**config.mk**
```make
export PLATFORM = sky130hd
export DESIGN_NAME = sec_tick_seg_flat
export DESIGN_NICKNAME = d
export VERILOG_FILES = /design/src/rtl/sec_tick_seg_if.sv /design/src/rtl/sec_tick_seg.sv /design/src/flat_wrapper.sv
export SDC_FILE = /design/constraint.sdc
export NUM_CORES = 1
export LEC_CHECK = 0
export BUFFER_PORTS_ARGS = -buffer_cell sky130_fd_sc_hd__buf_2
export CAP_MARGIN = 20
export CORE_ASPECT_RATIO = 0.9
export CORE_MARGIN = 2
export CORE_UTILIZATION = 57
export DETAILED_ROUTE_END_ITERATION = 7
export PLACE_DENSITY = 0.81
export SYNTH_ARGS = -nofsm -noshare
export SYNTH_HDL_FRONTEND = slang
export SYNTH_SLANG_ARGS = --single-unit
```
**constraint.sdc**
```tcl
create_clock -name clk -period 2.35 [get_ports clk]
set_clock_uncertainty 0.1 [all_clocks]
set_input_delay 0.235 -clock clk [delete_from_list [all_inputs] [get_ports clk]]
set_output_delay 0.235 -clock clk [all_outputs]
set_load 0.1 [all_outputs]
```
**src/rtl/sec_tick_seg_if.sv**
```systemverilog
// Bus between board-level counters and the sec_tick_seg block: digit values and
// blanking in, timebase and segment patterns out.
interface sec_tick_seg_if;
    logic [3:0] num0;
    logic [3:0] num1;
    logic       blank;
    logic       sig_1s;
    logic       tick;
    logic [6:0] hex0;
    logic [6:0] hex1;

    modport master (
        output num0,
        output num1,
        output blank,
        input  sig_1s,
        input  tick,
        input  hex0,
        input  hex1
    );

    modport slave (
        input  num0,
        input  num1,
        input  blank,
        output sig_1s,
        output tick,
        output hex0,
        output hex1
    );
endinterface

```
**src/rtl/sec_tick_seg.sv**
```systemverilog
// 1-second timebase (square wave plus rising-edge tick) and two independent
// active-low hex-to-7-segment decoders with a shared blanking control.
module sec_tick_seg #(
    parameter int HALF_PERIOD = 25_000_000
) (
    input  logic          clk,
    input  logic          reset,
    sec_tick_seg_if.slave bus
);

    localparam int CNT_W = (HALF_PERIOD > 1) ? $clog2(HALF_PERIOD) : 1;
    localparam logic [CNT_W-1:0] CNT_LAST = CNT_W'(HALF_PERIOD - 1);
    localparam logic [6:0] SEG_DARK = 7'b1111111;

    logic [CNT_W-1:0] cnt;
    logic             sig_q;
    logic             tick_q;
    logic [6:0]       hex0_c;
    logic [6:0]       hex1_c;

    // tick takes the pre-toggle inverse, so it is high only when sig goes 0->1
    always_ff @(posedge clk or negedge reset) begin
        if (!reset) begin
            cnt    <= '0;
            sig_q  <= 1'b0;
            tick_q <= 1'b0;
        end else if (cnt == CNT_LAST) begin
            cnt    <= '0;
            sig_q  <= ~sig_q;
            tick_q <= ~sig_q;
        end else begin
            cnt    <= cnt + 1'b1;
            tick_q <= 1'b0;
        end
    end

    // Segment pattern written g..a, active low
    function automatic logic [6:0] seg_decode(input logic [3:0] num);
        logic [6:0] seg;
        seg = SEG_DARK;
        case (num)
            4'h0: seg = 7'b1000000;
            4'h1: seg = 7'b1111001;
            4'h2: seg = 7'b0100100;
            4'h3: seg = 7'b0110000;
            4'h4: seg = 7'b0011001;
            4'h5: seg = 7'b0010010;
            4'h6: seg = 7'b0000010;
            4'h7: seg = 7'b1111000;
            4'h8: seg = 7'b0000000;
            4'h9: seg = 7'b0010000;
            4'hA: seg = 7'b0001000;
            4'hB: seg = 7'b0000011;
            4'hC: seg = 7'b1000110;
            4'hD: seg = 7'b0100001;
            4'hE: seg = 7'b0000110;
            4'hF: seg = 7'b0001110;
            default: seg = SEG_DARK;
        endcase
        return seg;
    endfunction

    always_comb begin
        hex0_c = SEG_DARK;
        hex1_c = SEG_DARK;
        if (!bus.blank) begin
            hex0_c = seg_decode(bus.num0);
            hex1_c = seg_decode(bus.num1);
        end
    end

    assign bus.sig_1s = sig_q;
    assign bus.tick   = tick_q;
    assign bus.hex0   = hex0_c;
    assign bus.hex1   = hex1_c;

endmodule

```
**src/flat_wrapper.sv**
```systemverilog
// flat-port wrapper written by rule: the top's interface ports become plain ports
module sec_tick_seg_flat 
#(
    parameter int HALF_PERIOD = 25_000_000
)
  (clk, reset, bus_num0, bus_num1, bus_blank, bus_sig_1s, bus_tick, bus_hex0, bus_hex1);
  sec_tick_seg_if bus_i ();
  input  logic clk;
  input  logic reset;
  input wire logic [$bits(bus_i.num0)-1:0] bus_num0;
  input wire logic [$bits(bus_i.num1)-1:0] bus_num1;
  input wire logic [$bits(bus_i.blank)-1:0] bus_blank;
  output wire logic [$bits(bus_i.sig_1s)-1:0] bus_sig_1s;
  output wire logic [$bits(bus_i.tick)-1:0] bus_tick;
  output wire logic [$bits(bus_i.hex0)-1:0] bus_hex0;
  output wire logic [$bits(bus_i.hex1)-1:0] bus_hex1;
  assign bus_i.num0 = bus_num0;
  assign bus_i.num1 = bus_num1;
  assign bus_i.blank = bus_blank;
  assign bus_sig_1s = bus_i.sig_1s;
  assign bus_tick = bus_i.tick;
  assign bus_hex0 = bus_i.hex0;
  assign bus_hex1 = bus_i.hex1;
  sec_tick_seg #(.HALF_PERIOD(HALF_PERIOD)) u_core (.clk(clk), .reset(reset), .bus(bus_i));
endmodule
```
# After elaboration in Yosys (flattened, before gate mapping)
# Memory sizes are Yosys's and may differ from the RTL's.
# Index checks and enable logic that the tools add are counted.
# word_totals
mem_bits_ro	224
inputBits	11
regBits	27
elab_cells	12
memories	2
out_inout_bits	16
# op_classes
muxes	4
bitwise	1
n_addsub	1
n_eq_ne	1
# mem_list
name	depth	width	rd	rd_ports_with_merged_regs	wr	line	source
(name not given)	16	7	1	0	0	sec_tick_seg.sv:41	case (num)
(name not given)	16	7	1	0	0	sec_tick_seg.sv:41	
# ops
operator	count
adder 25 x 1 -> 25 bit (second input constant)	1
== test 25 bit (second input constant)	1
2-to-1 mux 25 bit	1
2-to-1 mux 7 bit	2
2-to-1 mux 1 bit	1
inverter 1 bit	1

# Logic depth before layout (Yosys ltp)
# logic_depth
ltp_word	2
ltp_mapped	6
ltp_nobuf	6

# Least setup slack after synthesis
# No wires, ideal clock.
# synth_timing
path_kind	input-to-output
startpoint	input bus_num0[2]
endpoint	output bus_hex0[0]
t_required_ns	2.015
arrival_time_ns	4.116
path_stages	3
path_buffers	1
slack_ns	-2.101
cell_sequence	clkbuf_1 -> inv_1 -> o311ai_0
# synth_between
elab_chain_len	2
# synth_lines
element	line	source
from (decl)	flat_wrapper.sv:10	input wire logic [$bits(bus_i.num0)-1:0] bus_num0;
memory (16 x 7 bit)	n/a	
2-to-1 mux 7 bit	sec_tick_seg.sv:66	if (!bus.blank) begin
to (decl)	flat_wrapper.sv:15	output wire logic [$bits(bus_i.hex0)-1:0] bus_hex0;
# Every way passes these cells.

# Worst setup path after layout
# layout_timing
startpoint	register u_core.cnt[0]
endpoint	register u_core.cnt[16]
# layout_between
elab_chain_len	2
elab_cells_between_ends	3
classes_between	add/sub: 1; eq/ne: 1; mux: 1
# layout_lines
element	line	source
from (decl)	sec_tick_seg.sv:15	logic [CNT_W-1:0] cnt;
from (signal assigned)	sec_tick_seg.sv:32	cnt <= cnt + 1'b1;
adder 25 x 1 -> 25 bit / == test 25 bit (equally long branches)	sec_tick_seg.sv:32, sec_tick_seg.sv:27	
2-to-1 mux 25 bit (*)	sec_tick_seg.sv:27	end else if (cnt == CNT_LAST) begin
# Every way passes the cells marked *; elsewhere a longest branch is shown, timed or not.
# A chain may end at the register's enable or synchronous reset.

==> results.ini <==
[final_layout]
n_antenna_cell = 0
fillers = 234
final_nets = 256
drive_above_1_share_pct = 22.1
fin_area_sq_um = 2150
area_delta_synth_final_pct = 15.2

[timing]
hold_viol = 0
worst_pin_slew_ps = 608
period_share_pct = 87.1
fin_crit_ps = 2050
slew_violations = 0
relSlewSlack_pct = 59.5
setup_tns_ps = 0
rsz0062_at_grt = no
fmax_mhz = 489
setup_viol_count_final = 0

[critical_path]
worstSetupEndpointType = register
critPathKind = reg2reg
worst_path_max_delay_cell = or4_4
cp.arrival_ps = 2220
path_cells = ha_1 -> nand3_1 -> or4_4 -> or3_1 -> a21oi_1
crit_required_ps = 2530
slowest_delay_ps = 490
r2r_start = u_core.cnt[0]
cp_max_fo = 5
crit_start = u_core.cnt[0]
cp-start-kind = register

[yosys]
async_flop_share_pct = 100
synth_flop_cell = dfrtp_1
synth_simple_gate_area_share_pct = 26.2
synthAdderAreaFrac_pct = 8.72
synthMuxAreaShare_pct = 4.83
synth_top_family_by_area = simple AND/OR/NAND/NOR gates
synth_edf_count = 0
yosysTopAreaCellShare_pct = 36.2
ys_seq_area_share_pct = 36.2
synth_cell_types = 39
syn_inst = 204
syn_nets = 228
synthTopCellsByArea = dfrtp_1 36%, ha_1 8.7%, mux2i_1 4.8%, xnor2_1 4.2%, nand3_1 3.8%
synth_area_per_cell_sq_um = 9.14
yosys-top-cells-count = 27 x dfrtp_1, 14 x nand3_1
yosysWarnings = 0
synth_xor_area_share_pct = 6.58
yosysMostFrequentCell = dfrtp_1
synth.largest_area_cell = dfrtp_1
synth_compound_area_share_pct = 13.7
ys_ff_latch = 27
syn-cell-area_sq_um = 1860

[global_routing]
gr-total-overflow = 0
track_usage_pct = 23.7
antenna_found_initial = 0
grt_max_degree = 28
grt_pass1_wl_mm = 7.02
first_global_vias = 1560

[floorplan]
core_area_sq_um = 3090
ios = 27
row_count = 19
die_w_um = 64.3
dieArea_sq_um = 3740
start_util_pct = 60.3
die_h_um = 58.3

[power_and_ir_drop]
leakagePower_nw = 0.982
total_power_w = 0.000947
ir_worst_vdd_mv = 0.365
p_per_area_nw_per_um2 = 441

[detailed_routing]
ant_nets = 0
viasPerCell = 6.05
wire_per_inst_um = 15.0
vias = 1652
remaining_drc_errors = 0
finalWirelength_mm = 4.10
first_pass_iters = 4
drt_iter0_markers = 104

[clocking]
post-cts-setup-buffers = 0
h-tree-depth = 1
numClockSinks = 27
cts_resized = 0
cts_tree = done
numCtsBuffers = 3
root_buffer = clkbuf_4
clk_path_buf_depth = 2
clock_latency_ps = 340
clk_pin_slew_ps = 150

[hold_path]
hold_path.class = in2async

[place]
globalplace.congestion = 0.896
placed_area_sq_um = 2110
dp_hpwl_mm = 3.19
io_buffers = 26

[outcome]
outcome = finished, final reports clean

[run]
cap_violations = 0

==> through the flow <==
| step | worst slack [ps] | hold slack (ps) | cells | utilization (%) |
|---|---|---|---|---|
| 2_1_floorplan | -73.9 | -161 | 204 | - |
| 3_3_place_gp | 430 | 160 | 268 | 68.3 |
| 3_5_place_dp | 342 | 174 | 268 | 68.3 |
| 4_1_cts | 320 | 332 | 273 | 69.5 |
| 5_1_grt | 123 | 367 | 273 | 69.5 |
| 6_report | 304 | 310 | 273 | 69.5 |
==> worst paths after layout <==
path	to	slack (ps)	cells past startpoint
worst max register to register	u_core.cnt[16]	300	5
max in group asynchronous	u_core.cnt[4]	1430	2
worst min register to register	u_core.cnt[22]	380	1
worst max-delay path	u_core.cnt[16]	300	5
min in group clk	u_core.cnt[22]	380	1
worst min-delay path	u_core.bus.tick	310	2
==> sequential cells by signal, indices dropped and copies added (netlist names) <==
signal	cells
u_core.cnt	25
u_core.bus.sig_1s	1
u_core.bus.tick	1
==> what timing repair did <==
item	in CTS	in global routing
hold endpoints to repair	27	0
endpoints found under the setup margin	0	0
hold buffers	1	0
==> layer usage <==
metal | track usage, % | vias up | routed length [um]
met2 | 40.0 | 32 | 2030
li1 | - | 803 | -
met4 | 5.17 | 0 | 27
met1 | 32.3 | 813 | 1860
met3 | 4.27 | 4 | 189
met5 | 0 | - | 0
==> cell families (layout without fill, tap and decap cells) <==
kind of cell               after synthesis  count (layout)
adders and majority gates               13              13
and+or+nand+nor                         84              84
xor gates and xnor gates                14              14
buffers and inverters                   18              45
DFF                                     27              27
AOI/OAI and AO/OA                       39              39
muxes                                    9               9
==> layout make-up <==
cell class	count	area [sq um]	share of cell area, %
Clock buffer	3	22.5	1.05
Inverter	10	41.3	1.92
Tap cell	42	52.6	2.45
Multi-Input combinational cell	159	1180	55.0
Sequential cell	27	676	31.5
Timing Repair Buffer	31	170	7.92
Clock inverter	1	5.00	0.233
==> critical path, delay by kind of cell (launching register included) <==
kind	cells	cell delay (ps)
compound gates	1	160
fa+ha+maj	1	240
flops	1	430
simple gates	3	1050
==> power by group <==
part / leakage, nW / total [W] / internal [W] / switching [W]
sequential: 0.363 / 0.000465 / 0.000465 / 0
combinational: 0.601 / 0.000274 / 0.0000550 / 0.000219
clock: 0.0177 / 0.000208 / 0.0000641 / 0.000144
==> placed cells by master (no fill, tap or decap), types with 2 or more instances in the layout <==
| master | Yosys | layout |
|---|---|---|
| o21ai_2 | 0 | 4 |
| xor2_1 | 5 | 5 |
| inv_1 | 10 | 6 |
| o31ai_1 | 4 | 4 |
| a31oi_1 | 3 | 3 |
| nand3_1 | 14 | 14 |
| clkbuf_4 | 0 | 3 |
| nand2_1 | 13 | 13 |
| a21boi_0 | 2 | 2 |
| o211ai_1 | 4 | 4 |
| or3_1 | 3 | 3 |
| nor2b_1 | 3 | 3 |
| nand2b_1 | 5 | 5 |
| ha_4 | 0 | 2 |
| ha_1 | 13 | 11 |
| buf_4 | 0 | 4 |
| nand4_1 | 8 | 8 |
| nor4_1 | 3 | 3 |
| a21oi_1 | 6 | 6 |
| and3_1 | 4 | 4 |
| nor3_1 | 7 | 7 |
| a221o_1 | 3 | 3 |
| mux2i_1 | 9 | 9 |
| inv_2 | 0 | 3 |
| nor2_1 | 13 | 13 |
| o21ai_1 | 0 | 2 |
| and2_1 | 2 | 2 |
| buf_2 | 1 | 26 |
| o21ai_0 | 13 | 7 |
| dfrtp_1 | 27 | 27 |
| o311ai_2 | 0 | 3 |
| xnor2_1 | 9 | 9 |
Power figures use the tool's default switching activity.
